$ cat config.mk
export PLATFORM = sky130hd
export DESIGN_NAME = flag_checker_keygen
export DESIGN_NICKNAME = d
export VERILOG_FILES = /design/src/rtl/flag_checker_pkg.sv /design/src/rtl/flag_checker_keygen.sv
export SDC_FILE = /design/constraint.sdc
export NUM_CORES = 1
export LEC_CHECK = 0
export CAP_MARGIN = 25
export CORE_AREA = 2 2 39 41
export CTS_BUF_LIST = sky130_fd_sc_hd__clkbuf_4 sky130_fd_sc_hd__clkbuf_8
export CTS_CLUSTER_DIAMETER = 60
export DETAILED_ROUTE_END_ITERATION = 10
export DIE_AREA = 0 0 41 43
export GPL_TIMING_DRIVEN = 0
export SLEW_MARGIN = 15
export SYNTH_ARGS = -nofsm -noshare
export SYNTH_HDL_FRONTEND = slang
export SYNTH_SLANG_ARGS = --single-unit
$ cat constraint.sdc
create_clock -name i_clk -period 1.9 [get_ports i_clk]
set_input_delay 0.19 -clock i_clk [delete_from_list [all_inputs] [get_ports i_clk]]
set_output_delay 0.19 -clock i_clk [all_outputs]
set_load 0.02 [all_outputs]
$ cat src/rtl/flag_checker_pkg.sv
// Shared constants and helpers for the flag checker.
// Result bit positions are fixed here so the top and any consumer agree on the layout.
package flag_checker_pkg;

  localparam logic [7:0] DEF_SEED = 8'hA5;
  localparam logic [7:0] DEF_TAPS = 8'hB8;

  localparam int RES_PASS    = 0;
  localparam int RES_DONE    = 1;
  localparam int RES_ERR_LSB = 2;

  // Widest string the byte helper can address; flags are zero-extended to this.
  localparam int MAX_FLAG_BYTES = 64;
  localparam int FLAG_EXT_W     = 8 * MAX_FLAG_BYTES;

  // Byte idx of an nbytes-long string, byte 0 being the most significant.
  // An idx past the end shifts everything out and yields 0.
  function automatic logic [7:0] flag_byte(input logic [FLAG_EXT_W-1:0] vec,
                                           input int unsigned nbytes,
                                           input int unsigned idx);
    logic [FLAG_EXT_W-1:0] sh;
    sh = vec >> (8 * (nbytes - 1 - idx));
    return sh[7:0];
  endfunction

endpackage

$ cat src/rtl/flag_checker_keygen.sv
// 8-bit Galois LFSR keystream generator with enable and synchronous active-low reset.
// A zero SEED would lock the register at zero, so it is replaced by 8'h01.
module flag_checker_keygen
  import flag_checker_pkg::*;
#(
  parameter logic [7:0] SEED = DEF_SEED,
  parameter logic [7:0] TAPS = DEF_TAPS
) (
  input  logic       i_clk,
  input  logic       i_reset,
  input  logic       i_en,
  output logic [7:0] o_key
);

  localparam logic [7:0] SEED_EFF = (SEED == 8'h00) ? 8'h01 : SEED;

  logic [7:0] r_lfsr;

  always_ff @(posedge i_clk) begin
    if (!i_reset) begin
      r_lfsr <= SEED_EFF;
    end else if (i_en) begin
      r_lfsr <= (r_lfsr >> 1) ^ (r_lfsr[0] ? TAPS : 8'h00);
    end
  end

  assign o_key = r_lfsr;

endmodule

==> results.toml <==
[run_status]
run_status = "finished clean"

[clocking]
clk_root_buffer_cell = "clkbuf_4"
clkLatencyLatePin_ns = 0.25
cts_setup_buffers = 0
clock_tree_from_tritoncts = "done"
clock_path_buffers = 2
cts_resized = 0
cts_num_sinks = 8
clk_pin_slew_ns = 0.05
cts_max_level = 1
post_cts_hold_buffer_count = 0
tritoncts.num_buffers = 3

[yosys]
synthesis.instances = 29
synth_most_common_cell = "dfxtp_1"
post_synth_num_cell_types = 12
synth_flop_cell = "dfxtp_1"
yosys-top-cells-area = "dfxtp_1 51%, mux2i_1 16%, xnor2_1 8.4%"
synth.largest_area_cell = "dfxtp_1"
synth.ff_latch_count = 8
post_synth_most_frequent_cells = "8 x dfxtp_1, 5 x mux2i_1, 3 x nand2_1, 3 x xnor2_1"
mappedNetlistArea_um2 = 312.8
synth-edff-count = 0
postSynthNetCount = 32
yosys_warnings = 0
area_fraction_of_the_dominant_cell_type_after_synthesis = 0.5120
synth_async_reset_ratio = 0
post_synth.cell_area_avg_um2 = 10.79
seq_area_frac_synth = 0.5120

[grt]
number_of_antenna_violations_at_the_first_check_in_global_routing = 0
vias_in_the_first_global_route = 195
grt_max_degree = 11
global_route_wire_length_before_repair_um = 765
gr-usage-all-layers = 0.06956
remaining_global_route_overflow = 0

[critical_path]
cp_num_cells = 1
worstReg2RegStart = "o_key[0]"
slowest_stage = "clkdlybuf4s50_1"
worstSetupEndpointType = "primary output"
cp_top_family = "buffers and inverters"
critPathArrivalTime_ns = 1.24
criticalPathCategory = "reg -> out"
cp_num_buf_inv = 1
timing.critical_path.fanout_max = 3
worst_setup_path_start_kind = "flop"
critical_path.cell_chain = "clkdlybuf4s50_1"
crit_path_start = "o_key[5]"
worst_path_largest_cell_delay_ns = 0.62
ff2ff_path_depth = 3
required_ns = 1.71

[finish]
multiInputGateArea_um2 = 133.9
finish.net_count = 47
fillerInstances = 158
max_ffs_per_register = 8
syn_to_final_growth_pct = 45.60
antenna_cells_inserted = 0
final_area_um2 = 455.4
seq_area_um2 = 160.2
proportion_of_layout_cells_with_a_drive_suffix_above_1 = 0.1190
layoutNonFillerInstCount = 58
final_core_utilization = 0.3291

[floorplan]
std_cell_rows = 14
die_area_mm2 = 0.001763
boundaryPins = 11
placeableCoreArea_mm2 = 0.001384
initial_core_util = 0.2260
die_w_um = 41
die-height_um = 43

[routing]
drtAntennaViolNets = 0
count_of_routing_violations_after_the_opening_detailed_route_iteration = 1
drt_first_pass_iters = 2
via_count = 234
routed_wirelength_um = 520
detail_route.drc_violations = 0
vias_per_cell = 4.034
route.detailed.wl_per_inst_um = 8.966

[hold_path]
worst_hold_path.num_cells = 2
hold_start = "o_key[2]"
min_path_type = "reg -> reg"

[timing]
setup-violations-final = 0
layout_worst_path_cycle_share = 0.7531
tightest_slew_ns = 0.2714
relative_max_transition_margin = 0.8185
finalCriticalPeriod_ns = 1.431
grt_setup_unrepaired = "false"
fin_skew_ns = 0.002293
maxSlewViolCount = 0
achievable-frequency_mhz = 698.9
setup-tns-final_ns = 0
final_hold_viol_count = 0

[run]
drv_cap = 0

[pwr]
irDropWorstVdd_uv = 457.3
leakage_nw = 0.1843
power.density_cell_area_mw_per_mm2 = 892.3

[placed_design]
placedInstanceArea_um2 = 432.9
place.detailed.instances = 55
gp_routability_congestion = 0.6282
port-buffer-count = 10
cell families after synthesis:
group,share of synthesized area
flops,0.5120
simple gates,0.1000
compound gates,0.08398
mux,0.1600
xor+xnor,0.08402
buf+inv,0.06001
stage by stage:
| step | setup WS, ns | power [W] | hold WS (ns) |
|---|---|---|---|
| 3_3_place_gp | 0.6492 | 0.0002852 | 0.4915 |
| 5_1_grt | 0.4164 | 0.0004323 | 0.5485 |
| 6_report | 0.4691 | 0.0004064 | 0.5107 |
| 4_1_cts | 0.4661 | 0.0004133 | 0.5133 |
| 3_5_place_dp | 0.6508 | 0.0002856 | 0.4996 |
| 2_1_floorplan | 0.9924 | 0.0002469 | 0.2519 |
placed cells by master, fill, tap and decap left out, drive strengths merged:
cell type / count
a31oi: 1
nor3b: 1
nor2b: 2
buf: 2
clkdlybuf4s50: 10
o21ai: 2
xnor2: 3
dfxtp: 8
clkbuf: 3
nand2: 3
a21oi: 2
mux2i: 5
path summary, 6_finish.rpt:
kind              endpoint  slack (ns)
hold / removal    o_key[2]        0.51
setup reg to reg  o_key[5]        1.09
hold reg to reg   o_key[2]        0.51
setup / recovery  o_key[5]        0.47
cell type report:
| type | count | share of cell area |
|---|---|---|
| flip-flops and latches | 8 | 0.3516 |
| multi-input cells | 19 | 0.2940 |
| repair buffers | 10 | 0.2198 |
| clock buffers | 3 | 0.04945 |
| well taps | 16 | 0.04396 |
| plain buffers | 2 | 0.04121 |
where the power goes:
part	internal [W]	switching [W]	leakage (nW)	total [W]
logic	0.0000479	0.0000402	0.104	0.0000880
registers	0.000183	0.0000108	0.0665	0.000193
clock network	0.0000720	0.0000531	0.0138	0.000125
total	0.000302	0.000104	0.184	0.000406
routing by layer:
layer / GRT usage / share of wire
met1: 0.09121 / 0.50
met2: 0.07188 / 0.42
met3: 0.06283 / 0.073
met4: 0.04000 / 0
met5: 0 / 0
(Power assumes the default switching activity.)
==> RTL change 1 (same settings) <==
Make the reset (`i_reset`) asynchronous in one clocked block. Comments in the files are not updated.
--- a/src/rtl/flag_checker_keygen.sv
+++ b/src/rtl/flag_checker_keygen.sv
@@ -18,3 +18,3 @@
 
-  always_ff @(posedge i_clk) begin
+  always_ff @(posedge i_clk or negedge i_reset) begin
     if (!i_reset) begin
Function: differs if i_reset is asserted again (counterexample within 4 cycles, from zero or initial values and one cycle with i_reset low); with i_reset held inactive, the same outputs for 10 cycles.
==> RTL change 1 against the original RTL <==
Register-to-register slack lost 130 ps. Hold slack lost 290 ps. Area after synthesis grew 2.8%. Worst setup slack lost 220 ps. Sequential cell count is the same. Wire length grew 18%. Design area grew 1.9%. Largest cell class unchanged.
Power is not compared: it rests on default switching activity, and its combinational part moved more than twofold at a synthesized area within 25%.
==> RTL change 1: results (changes against the original RTL) <==
** Cells and area
- The share of post-route cells with drive strength above 1 was 36.11% (+24 points).
- Number of flip-flops under the largest register name :: 8 (unchanged)
- Count of antenna diodes in the layout :: 0 (unchanged)
- Nets@finish :: 41 (-13%)
- The register cell area after layout is 205.2 µm² (+28%).
- Filler cell count :: 139 (-12%)

** Synth
- The number of unique standard cell types used by synthesis came to 7 (-5).
- Top cells by area, synth :: sky130_fd_sc_hd__dfstp_2 (33%), sky130_fd_sc_hd__dfrtp_1 (31%), sky130_fd_sc_hd__mux2_2 (18%)
- The net count after synthesis is 26 (-19%).
- The synthesis warning total was 0 (unchanged).
- Sequential fraction of the synthesis area :: 63.81% (+13 points)
- Share of synthesized registers carrying an async set or reset :: 100.0% (+100 points)
- In the synthesized netlist, the cells that appear most often are sky130_fd_sc_hd__mux2_2 (5), sky130_fd_sc_hd__dfrtp_1 (4), sky130_fd_sc_hd__dfstp_2 (4).
- Number of enable flip-flop cells after synthesis :: 0 (unchanged)
- Flip-flop cell with the highest count after synthesis :: sky130_fd_sc_hd__dfstp_2

** Power and ir drop
- Internal power contribution :: 0.0005992 W
- Maximum vdd ir drop :: 0.0004386 V
- Leak Pwr :: 0.1798 nW

** Placed design
- The cell area after placement came to 441.7 µm² (+2.0%).
- The routability congestion estimate came to 0.6387 (+1.7%).
- The count of buffers inserted at the top-level ports was 10 (unchanged).

** Routing
- Vias post-DR :: 219 (-6.4%)
- Post-detailed-route wirelength per cell :: 11.83 µm (+32%)
- DRC marker count from the first detailed-route iteration :: 0 (-1)
- The detailed-router iteration count before antenna repair was 1 (-1).

** Worst setup path
- Cell depth of the worst flop-to-flop path :: 2 (-1)
- Library cell contributing the largest single delay on the critical path :: sky130_fd_sc_hd__clkdlybuf4s50_1
- The data arrival time at the worst-slack endpoint is 1460 ps (+220 ps).
- The maximum fanout along the worst path came to 6 (+3).
- The delay contributed by the slowest stage of the critical path came to 620 ps (about the same).
- Kind of cell with the highest combined delay on the critical path :: buffers and inverters

** CTS
- Max clock buf depth :: 2 (unchanged)
- The TritonCTS buffer count was 3 (unchanged).
- Post-CTS sizing :: 0 (unchanged)
- The number of H-tree levels came to 1 (unchanged).
- CTS Root Cell :: sky130_fd_sc_hd__clkbuf_4
- Setup Fix Bufs, Post-CTS :: 0 (unchanged)
- CTS clock-pin slew for the worst setup and hold paths :: 50 ps (about the same)
- For the worst-skew pair, the clock arrives at the later sink with an insertion delay of 240 ps.

** GRT
- The total routing usage reported by global routing came to 10.18% (+3.2 points).
- The number of global-route vias before repair was 247 (+27%).
- The initial antenna violation count is 0 (unchanged).
- The largest net degree at the start of global routing was 11 (unchanged).
- The global-route wire length before repair came to 1110 µm (+45%).

** STA
- The worst clock skew came to 2.286 ps (-0.006520 ps).
- Transition at the pin with the smallest max-transition slack :: 351.6 ps (+80.11 ps)

** Status
- The flow ran to the end, and the final reports show no timing, DRC or antenna violations.

** Min path
- Worst min-delay path class :: in -> async
==> RTL change 1: changes by cell type after synthesis, sizes merged, moves of 3 or more <==
cell   delta
dfrtp     +4
dfstp     +4
dfxtp     -8
mux2      +5
mux2i     -5
nand2     -3
nor2      +3
==> RTL change 1: area by class of cell <==
class	count	share of cell area, %
Sequential cell	8	44.20
Timing Repair Buffer	10	21.56
Buffer	1	1.617
Tap cell	16	4.313
Clock buffer	3	4.852
Multi-Input combinational cell	14	23.45
==> RTL change 1: power by group through the flow <==
stage	Sequential, W	Clock [W]	Combinational, W
2_1_floorplan	0.000470	0	0.000130
3_3_place_gp	0.000364	0	0.000427
3_5_place_dp	0.000374	0	0.000440
4_1_cts	0.000372	0.000130	0.000441
5_1_grt	0.000387	0.000138	0.000461
6_report	0.000368	0.000122	0.000435
==> RTL change 1: metal layers <==
| layer | vias up | part of all wire [%] | global-route usage [%] |
|---|---|---|---|
| li1 | 103 | - | - |
| met1 | 111 | 35 | 10.10 |
| met2 | 3 | 60 | 14.37 |
| met3 | 2 | 1.6 | 3.141 |
| met4 | 0 | 2.8 | 12.00 |
| met5 | - | 0 | 0 |
==> RTL change 1: path summary, 6_finish.rpt <==
check / from / to / slack (ps)
max: o_key[0] / o_key[0] / 250
min: i_reset / o_key[6] / 220
max reg2reg: o_key[0] / o_key[5] / 960
min reg2reg: o_key[1] / o_key[1] / 540
max in group asynchronous: i_reset / o_key[0] / 1380
min in group i_clk: o_key[1] / o_key[1] / 540
==> RTL change 1: stage by stage <==
stage	hold WS, ps	cells	total power (W)	setup slack (ps)
after CTS	214.6	52	0.0009431	231.4
after floorplan	-105.6	23	0.0005993	954.1
after global placement	472.5	49	0.0007909	510.0
final	218.4	52	0.0009242	246.5
after global routing	233.4	52	0.0009861	220.0
after detailed placement	485.4	49	0.0008139	502.4
==> RTL change 1: cell families after synthesis <==
group	after synthesis	share of synthesized area [%]
compound gates	3	4.668
buf+inv	1	2.336
simple gates	3	3.502
mux	5	17.51
xor+xnor	3	8.173
flops	8	63.81
==> RTL change 2 (config.mk and constraints unchanged) <==
Made on the original files. Register the output `o_key` once more, with the module's reset; this adds one clock of latency there.
--- a/src/rtl/flag_checker_keygen.sv
+++ b/src/rtl/flag_checker_keygen.sv
@@ -26,3 +26,9 @@
 
-  assign o_key = r_lfsr;
+  always_ff @(posedge i_clk) begin
+    if (!i_reset) begin
+      o_key <= '0;
+    end else begin
+      o_key <= r_lfsr;
+    end
+  end
 
Function: changed (Yosys sat finds a counterexample within 4 cycles, from zero or initial values and one cycle with i_reset low).
==> RTL change 2 against the original RTL <==
Area after synthesis grew 69%. Design area grew 47%. Worst setup slack gained 51 ps. First-iteration DRC count is the same. Sequential cell count grew 8. Power grew 56%. Sequential power grew 93%. Critical path depth is the same. Wire length grew 47%. Largest cell class unchanged. Highest routed layer is now met4.
==> RTL change 2: results (changes against the original RTL) <==
** Cells and area
- Core occupancy in the finished layout :: 48.46% (+16 points)
- Multi-In Gates :: 27 (+8)
- Multi-input gate share of total cell area :: 27.43% (-2.0 points)
- The clock network contribution to total cell area was 3.358% (-1.6 points).
- The post-route non-filler standard cell count was 75 (+29%).
- Reg area :: 320.3 µm² (+100%)
- Nets@finish :: 64 (+36%)
- Signal buffers share of area :: 18.47% (-7.6 points)
- Signal buffers :: 13 (+1)
- The share of post-route cells with drive strength above 1 came to 10.17% (-1.7 points).

** GRT
- Met2 layer usage reported by global route :: 15.63% (+8.4 points)
- The global routing stage identified its most utilized layer as met2.
- The total routing usage reported by global routing is 11.60% (+4.6 points).
- The number of global-route vias before repair came to 293 (+50%).
- Met3 global-route usage :: 3.141% (-3.1 points)

** Placed design
- Worst slack, placed :: 625.6 ps (-25.16 ps)
- The routability congestion estimate was 0.6216 (-1.1%).
- Placed Cells incl. Taps :: 72 (+31%)
- Area after detailed placement :: 648.1 µm² (+50%)

** Routing
- Vias post-DR :: 328 (+40%)
- Post-detailed-route wirelength per cell :: 10.17 µm (+13%)

** Synth
- Sequential fraction of the synthesis area :: 60.66% (+9.5 points)
- Xor/xnor cell area share of the yosys netlist :: 4.976% (-3.4 points)
- The synthesized-area fraction occupied by ao, oa, aoi and oai cells is 4.976% (-3.4 points).
- Post-synth net total :: 49 (+53%)

** Status
- Run status :: completed

** Worst setup path
- The maximum fanout along the worst path is 1 (-2).
- The delay contributed by the slowest stage of the critical path is 590 ps (-30 ps).

** Power and ir drop
- The internal power summed over all cells was 0.0004851 W (+60%).
- The sequential power was 0.000373 W (+93%).
- Combinational Power :: 0.0000921 W (+4.7%)
- The power density over the cells was 945.7 nW/µm² (+6.0%).
- Leak Pwr :: 0.2739 nW (+49%)

** STA
- Worst Clk Skew :: 7.146 ps (+4.853 ps)
RTL change 2: worst paths after layout:
kind / depth (start not counted) / endpoint / start / slack [ps]
max: 1 / o_key[1] / o_key[1] / 520
min: 1 / o_key[3] / r_lfsr[3] / 490
max reg2reg: 3 / r_lfsr[3] / r_lfsr[0] / 1090
min reg2reg: 1 / o_key[3] / r_lfsr[3] / 490
RTL change 2: worst reg2reg max path: cells and delay by family (launching register included):
| family | cells | cell delay [ps] |
|---|---|---|
| AOI/OAI and AO/OA | 1 | 160 |
| buffers and inverters | 1 | 150 |
| xor gates and xnor gates | 1 | 120 |
| DFF | 1 | 310 |
RTL change 2: kinds of logic after synthesis:
kind of cell | Yosys count
DFF | 16
and+or+nand+nor | 14
AOI/OAI and AO/OA | 5
muxes | 5
xor gates and xnor gates | 3
buffers and inverters | 3
RTL change 2: routing by layer:
metal	part of all wire [%]	routed length [µm]
met2	49	372
met3	3.4	26
met4	2.5	19
met1	45	344
met5	0	0
